`src/rtl/node_drv_pkg.sv`:
```
// Shared types and constants for the node_driver sweep engine and its response MISR.
package node_drv_pkg;

  typedef enum logic [1:0] {
    IDLE = 2'd0,
    HOLD = 2'd1,
    DONE = 2'd2
  } state_e;

  localparam int          VEC_W_DEF = 10;
  localparam int          SIG_W_DEF = 16;
  localparam int          PACK_W    = 10;
  // x^16 + x^12 + x^5 + 1 with the x^16 term implicit
  localparam logic [15:0] MISR_POLY = 16'h1021;

endpackage

```
`src/rtl/node_drv_misr.sv`:
```
// Galois LFSR-MISR that folds one response bit per sample into a running signature.
module node_drv_misr
  import node_drv_pkg::*;
#(
  parameter int               SIG_W = SIG_W_DEF,
  parameter logic [SIG_W-1:0] POLY  = SIG_W'(MISR_POLY)
) (
  input  logic             clk,
  input  logic             rst,
  input  logic             clear_i,
  input  logic             shift_en_i,
  input  logic             din_i,
  output logic [SIG_W-1:0] sig_o
);

  logic [SIG_W-1:0] sig_q, sig_d;

  always_comb begin
    sig_d = sig_q;
    if (clear_i) begin
      sig_d = '0;
    end else if (shift_en_i) begin
      sig_d = {sig_q[SIG_W-2:0], 1'b0} ^ ((sig_q[SIG_W-1] ^ din_i) ? POLY : '0);
    end
  end

  always_ff @(posedge clk or posedge rst) begin
    if (rst) sig_q <= '0;
    else     sig_q <= sig_d;
  end

  assign sig_o = sig_q;

endmodule

```
`src/rtl/node_driver.sv`:
```
// On-FPGA self-test: sweeps every packed input vector into a node and accumulates its response.
// Optional feature macro NODE_DRIVER_MISR_EN selects an LFSR-MISR signature instead of the ones count.
module node_driver
  import node_drv_pkg::*;
#(
  parameter int VEC_W      = VEC_W_DEF,
  parameter int HOLD_CYC   = 4,
  parameter int SAMPLE_OFS = 3,
  parameter int SIG_W      = SIG_W_DEF
) (
  input  logic             clk,
  input  logic             rst,
  input  logic             start,
  output logic [1:0]       node_in,
  output logic [1:0]       node_in1,
  output logic [1:0]       node_in2,
  output logic [1:0]       node_in3,
  output logic [1:0]       node_in4,
  output logic             node_high,
  input  logic             node_out,
  output logic             busy,
  output logic             done,
  output logic [VEC_W-1:0] vec_idx,
  output logic [VEC_W:0]   ones_cnt,
  output logic [SIG_W-1:0] signature
);

  localparam int               HC_W    = (HOLD_CYC > 1) ? $clog2(HOLD_CYC) : 1;
  localparam logic [VEC_W-1:0] VEC_MAX = {VEC_W{1'b1}};
  localparam logic [HC_W-1:0]  HC_LAST = HC_W'(HOLD_CYC - 1);
  localparam logic [HC_W-1:0]  HC_SMP  = HC_W'(SAMPLE_OFS);

  state_e            state_q, state_d;
  logic [VEC_W-1:0]  vec_q, vec_d;
  logic [HC_W-1:0]   hold_q, hold_d;
  logic [VEC_W:0]    ones_q, ones_d;
  logic [PACK_W-1:0] node_vec_q;
  logic              smp_vld_q, smp_last_q;
  logic [HC_W-1:0]   smp_hold_q;
  logic              start_acc, smp_tick, fin;
  logic [SIG_W-1:0]  sig_w;

  // node_in lags vec_q by one cycle, so sampling and end-of-sweep use the delayed counter
  assign start_acc = (state_q == IDLE) && start;
  assign smp_tick  = (state_q == HOLD) && smp_vld_q && (smp_hold_q == HC_SMP);
  assign fin       = (state_q == HOLD) && smp_vld_q && smp_last_q && (smp_hold_q == HC_LAST);

  always_comb begin
    state_d = state_q;
    vec_d   = vec_q;
    hold_d  = hold_q;
    ones_d  = ones_q;
    unique case (state_q)
      IDLE: begin
        if (start_acc) begin
          state_d = HOLD;
          vec_d   = '0;
          hold_d  = '0;
          ones_d  = '0;
        end
      end
      HOLD: begin
        if (hold_q == HC_LAST) begin
          hold_d = '0;
          if (vec_q != VEC_MAX) vec_d = vec_q + VEC_W'(1);
        end else begin
          hold_d = hold_q + HC_W'(1);
        end
        if (smp_tick) ones_d = ones_q + {{VEC_W{1'b0}}, node_out};
        if (fin)      state_d = DONE;
      end
      DONE: begin
        state_d = IDLE;
        vec_d   = '0;
      end
      default: state_d = IDLE;
    endcase
  end

  always_ff @(posedge clk or posedge rst) begin
    if (rst) begin
      state_q    <= IDLE;
      vec_q      <= '0;
      hold_q     <= '0;
      ones_q     <= '0;
      node_vec_q <= '0;
      smp_vld_q  <= 1'b0;
      smp_last_q <= 1'b0;
      smp_hold_q <= '0;
    end else begin
      state_q    <= state_d;
      vec_q      <= vec_d;
      hold_q     <= hold_d;
      ones_q     <= ones_d;
      node_vec_q <= PACK_W'(vec_q);
      smp_vld_q  <= (state_q == HOLD);
      smp_last_q <= (vec_q == VEC_MAX);
      smp_hold_q <= hold_q;
    end
  end

`ifdef NODE_DRIVER_MISR_EN
  node_drv_misr #(.SIG_W(SIG_W)) u_misr (
    .clk       (clk),
    .rst       (rst),
    .clear_i   (start_acc),
    .shift_en_i(smp_tick),
    .din_i     (node_out),
    .sig_o     (sig_w)
  );
`else
  assign sig_w = SIG_W'(ones_q);
`endif

  assign node_in   = node_vec_q[9:8];
  assign node_in1  = node_vec_q[7:6];
  assign node_in2  = node_vec_q[5:4];
  assign node_in3  = node_vec_q[3:2];
  assign node_in4  = node_vec_q[1:0];
  assign busy      = (state_q == HOLD);
  assign node_high = (state_q == HOLD);
  assign done      = (state_q == DONE);
  assign vec_idx   = vec_q;
  assign ones_cnt  = ones_q;
  assign signature = sig_w;

endmodule

```
`config.mk`:
```
export PLATFORM = sky130hd
export DESIGN_NAME = node_driver
export DESIGN_NICKNAME = d
export VERILOG_FILES = /design/src/rtl/node_drv_pkg.sv /design/src/rtl/node_drv_misr.sv /design/src/rtl/node_driver.sv
export SDC_FILE = /design/constraint.sdc
export NUM_CORES = 1
export LEC_CHECK = 0
export CORE_MARGIN = 2
export CORE_UTILIZATION = 43
export CTS_CLUSTER_DIAMETER = 120
export DETAILED_ROUTE_END_ITERATION = 6
export PLACE_DENSITY = 0.74
export SLEW_MARGIN = 20
export SYNTH_ARGS = -nofsm -noshare
export SYNTH_HDL_FRONTEND = slang
export SYNTH_SLANG_ARGS = --single-unit
```
`constraint.sdc`:
```
create_clock -name clk -period 1.9 [get_ports clk]
set_input_delay 0.38 -clock clk [delete_from_list [all_inputs] [get_ports clk]]
set_output_delay 0.38 -clock clk [all_outputs]
set_load 0.01 [all_outputs]
```
# Yosys cells after proc, flatten, opt, wreduce, memory -nomap -nowiden
# Cells that the tools add are included.
# totals
regBits	39
latch_bits	0
ram_bits	0
rom_bits	0
in_bits	4
output_inout_bits	50
wordCells	47
n_memories	0
# classes
n_addsub	3
multipliers	0
div	0
magnitude_cmp	0
eq_ne	11
shift	0
muxes	13
bitwise	0
reduce_logical	12
# op_table
operator	count
$mux W10	3
$pmux W10 S3	1
$mux W11	2
$pmux W11 S2	1
$add A11 B1 Y11	1
$add A10 B1 Y10 const B	1
$eq A10 B10 Y1 const B	1
$ne A10 B10 Y1 const B	1
$mux W2	4
$ne A2 B1 Y1 const B	4
$pmux W2 S2	2
$eq A2 B2 Y1 const B	3
$logic_and A1 B1 Y1	5
$reduce_and A2 Y1	2
$reduce_and A4 Y1	1
$reduce_and A3 Y1	1
$reduce_bool A3 Y1	1
$add A2 B1 Y2 const B	1
$eq A2 B1 Y1 const B	1
$logic_not A2 Y1	1
$ne A2 B2 Y1 const B	1
$reduce_bool A2 Y1	1

# Depth between registers and ports, before layout
# logic_depth
depth_word	6
mapped_depth	6
depth_no_buf	6

# Worst setup path before layout
# Ideal clock, no wire load.
# synth_path
path_type	register to register
start	register vec_q[0] (netlist: vec_idx[0])
end	register vec_q[8] (netlist: vec_idx[8])
arrival_ps	1688
t_required_ps	1782
setup_slack_ps	94
stages_incl_launch_ff	7
synth_period_minus_slack_ps	1806
path_cell_list	dfrtp_1 ha_1 and4_1 a31o_1 buf_6 a22o_1 a21o_1
# synth_between
elab_chain_len	4
word_cells_on_any_way	7
cone_classes	add/sub (1); eq/ne (2); mux (3); reduce/logical (1)
# synth_rtl
item	line_no	source
start, declared	node_driver.sv:34	logic [VEC_W-1:0] vec_q, vec_d;
start signal, assigned	node_driver.sv:92	vec_q <= vec_d;
$add A10 B1 Y10	node_driver.sv:65	if (vec_q != VEC_MAX) vec_d = vec_q + VEC_W'(1);
$mux W10	node_driver.sv:65	
$mux W10	node_driver.sv:63	if (hold_q == HC_LAST) begin
$pmux W10 S3	node_driver.sv:53	unique case (state_q)
# Parallel ways exist; a longest one is shown, timed or not. The select of a mux whose other input is x is not followed.
# A chain may end at the register's enable or synchronous reset.

# Worst setup path after layout
# layout_path
start	register vec_q[5] (netlist: vec_idx[5])
end	output port vec_idx[5]
# layout_rtl
item	line_no	source
end, declared	node_driver.sv:23	output logic [VEC_W-1:0] vec_idx,
# No word-level cell between the ends.

==> results.py <==
metrics = {
    "placed_design": {
        "dp_hpwl_um": 2810,
        "postPlaceCellArea_um2": 2380,
        "place.gp.congestion": 0.826,
        "io_buffer_count": 48,
        "pre_cts_ws_ns": -0.0284,
    },
    "floorplan": {
        "number_of_top_level_pins": 54,
        "die_w_um": 70.3,
        "initial_utilization_pct": 44.0,
        "core-area_um2": 4290,
        "dieHeight_um": 70.3,
        "fp-row-count": 24,
        "fp.dieArea_um2": 4940,
    },
    "setup_path": {
        "worstPathArrival_ns": 1.40,
        "worst-r2r-cell-count": 5,
        "critical_path_cell_count": 1,
        "path_class": "reg -> out",
        "worst_setup_path_startpoint": "vec_idx[5]",
        "critical_path.endpoint": "vec_idx[5]",
        "critical-path-top-delay-family": "buffers and inverters",
        "critical_path.cell_chain": "clkdlybuf4s50_1",
        "timing.critical_path.from_type": "register",
        "critical_path_peak_fanout": 11,
        "critical_path.reg2reg.startpoint": "vec_idx[0]",
        "critPathBufInv": 1,
        "critical_path.slowest_cell": "clkdlybuf4s50_1",
        "crit-reg2reg-capture": "vec_idx[5]",
        "cp-end-kind": "primary output",
        "worst_path_largest_cell_delay_ns": 0.60,
        "worst-endpoint-required_ns": 1.52,
        "reg2reg_slack_ns": 0.15,
    },
    "timing": {
        "fin_crit_sh_pct": 93.5,
        "setup_ws_ns": 0.124,
        "maxSlewViolCount": 0,
        "max_freq_ghz": 0.563,
        "period_minus_slack_ns": 1.78,
        "final-setup-viol-count": 0,
        "timing.clock.skew_ns": 0.00301,
        "unrepaired_setup_endpoints_after_global_routing": "false",
        "final-hold-violation-count": 0,
        "fin_tns_setup_ns": 0,
    },
    "finish": {
        "layout-drive-gt1-share_pct": 10.7,
        "antenna_cells": 0,
        "fin_nets": 240,
        "finish.utilization_pct": 57.4,
        "final_cell_area_um2": 2460,
        "nFillCells": 370,
        "area_growth_syn_to_layout_pct": 30.5,
    },
    "routing": {
        "drt_drc_violations_left": 0,
        "post_drt_via_cell_ratio": 5.30,
        "routed_wire_length_per_instance_um": 14.0,
        "antenna_left": 0,
        "drt_iter0_drc": 124,
        "dr_total_vias": 1510,
        "drt_wl_total_um": 4000,
        "drtPass1Iterations": 4,
    },
    "global_route": {
        "grt_start_max_net_pins": 40,
        "grt_pass1_vias": 1372,
        "grt_antenna_before_repair": 0,
        "grt_overflow": 0,
        "grt_first_pass_wirelength_um": 6710,
        "grt_use_total_pct": 17.4,
    },
    "synthesis": {
        "postSynthRegisterBits": 39,
        "ys_dominant_reg_cell": "dfrtp_1",
        "yosys_warnings": 0,
        "ys_types": 42,
        "asyncSetResetFlopFracSynth_pct": 100,
        "post_synth_inst_count": 181,
        "post_synth.cell_area_avg_um2": 10.4,
        "synth_enable_flop_cells": 0,
        "synth.yosys.seq_area_share_pct": 51.7,
        "mappedNetlistArea_um2": 1890,
    },
    "clock_tree": {
        "cts_buffer_depth": 2,
        "post_cts_hold_buffer_count": 0,
        "clock_tree.htree_level_count": 2,
        "root_buffer_cell": "clkbuf_8",
        "clock_sink_count": 39,
        "cts_tree": "done",
        "clk-insertion-delay-late_ns": 0.29,
        "post-cts-setup-buffers": 0,
        "clk_transition_reported_paths_ns": 0.07,
        "cts.repair.resized": 4,
        "numCtsBuffers": 5,
    },
    "power_and_ir_drop": {
        "power.density_cell_area_nw_per_um2": 746,
        "worst_ir_drop_vdd_mv": 0.330,
        "power_uw": 1840,
        "p_leak_uw": 0.00104,
    },
    "min_path": {
        "timing.hold.worst.class": "reg -> reg",
    },
    "outcome": {
        "run_status": "complete, no violations",
    },
    "flow_run": {
        "cap_violations": 0,
    },
}
cell families after synthesis:
| family | Yosys count | synth area share, % |
|---|---|---|
| xor gates and xnor gates | 1 | 0.464 |
| AOI/OAI and AO/OA | 33 | 11.7 |
| muxes | 2 | 1.06 |
| DFF | 39 | 51.7 |
| and+or+nand+nor | 77 | 23.0 |
| buffers and inverters | 24 | 9.20 |
| adders and majority gates | 4 | 2.65 |
| other | 1 | 0.198 |
metrics by stage:
stage	hold slack, ns	cells
after global routing	0.435	285
after CTS	0.429	285
final	0.429	285
after global placement	0.399	277
after detailed placement	0.412	277
after floorplan	0.378	185
sequential cells by signal, summed over array words and instances, names as in the netlist:
signal,count
ones_cnt,11
node_vec_q,10
vec_idx,10
hold_q,2
smp_hold_q,2
state_q,2
smp_last_q,1
smp_vld_q,1
cells in the mapped netlist, types with 2 or more instances:
master	instances	area share (%)
a31oi_1	5	1.7
mux2i_1	2	1.1
nor3_1	5	1.3
inv_1	2	0.40
nand4_1	6	2.0
buf_4	18	7.2
or4_1	3	1.2
o211ai_1	2	0.79
a21oi_1	6	1.6
dfrtp_1	39	52
o21ai_1	5	1.3
nand3_1	18	4.8
o21bai_1	2	0.79
buf_6	2	1.2
nor2_1	7	1.4
and4_1	3	1.4
and3_1	3	0.99
o31ai_1	2	0.79
o21ai_0	3	0.79
a22o_1	2	0.93
nand2_1	22	4.4
ha_1	4	2.6
worst min path at each step:
| stage | startpoint | to | slack [ns] | cells after the start |
|---|---|---|---|---|
| after detailed placement | hold_q[1] | smp_hold_q[1] | 0.41 | 0 |
| after floorplan | hold_q[1] | smp_hold_q[1] | 0.38 | 0 |
| after global placement | hold_q[1] | smp_hold_q[1] | 0.40 | 0 |
| final | hold_q[1] | smp_hold_q[1] | 0.43 | 0 |
| after global routing | hold_q[1] | smp_hold_q[1] | 0.43 | 0 |
| after CTS | hold_q[1] | smp_hold_q[1] | 0.43 | 0 |
final cells by class:
cell class,instances,area [um^2],share of cell area (%)
clock buffer,7,76.3,3.10
clock inverter,1,5.00,0.203
inverter,3,13.8,0.558
multi-input combinational,122,754,30.6
sequential,39,976,39.6
tap,52,65.1,2.64
timing repair buffer,61,574,23.3
cells in the final DEF (no fill, tap or decap), types with 2 or more instances in the layout:
| master | n |
|---|---|
| clkdlybuf4s50_1 | 45 |
| dfrtp_1 | 39 |
| nand2_1 | 22 |
| nand3_1 | 18 |
| buf_4 | 13 |
| nor2_1 | 7 |
| nand4_1 | 6 |
| a21oi_1 | 6 |
| o21ai_1 | 5 |
| nor3_1 | 5 |
| a31oi_1 | 5 |
| conb_1 | 5 |
| clkbuf_8 | 5 |
| ha_1 | 4 |
| o21ai_0 | 3 |
| and3_1 | 3 |
| and4_1 | 3 |
| or4_1 | 3 |
| dlygate4sd2_1 | 3 |
| o31ai_1 | 2 |
| mux2i_1 | 2 |
| o21bai_1 | 2 |
| a22o_1 | 2 |
| o211ai_1 | 2 |
| inv_1 | 2 |
| clkbuf_1 | 2 |
layer usage:
layer  vias up  wire length, um  track usage, %  share of wire, %
met3         5              220            4.62               5.5
met2        50             1930            25.9                48
met5         -                0               0                 0
met4         0               81            7.91               2.0
li1        738                -               -                 -
met1       717             1760            23.6                44
power by group:
part	total, uW	switching, uW	internal, uW
logic	357	150	207
clock network	530	272	257
registers	951	76.8	875
total	1840	499	1340
worst register-to-register path: stages (launching register included):
cell and delay, ns:
dfrtp_1 0.39, ha_1 0.25, and4_1 0.23, a31o_1 0.28, and2_1 0.20, a211o_1 0.29
Power figures use the tool's default switching activity.
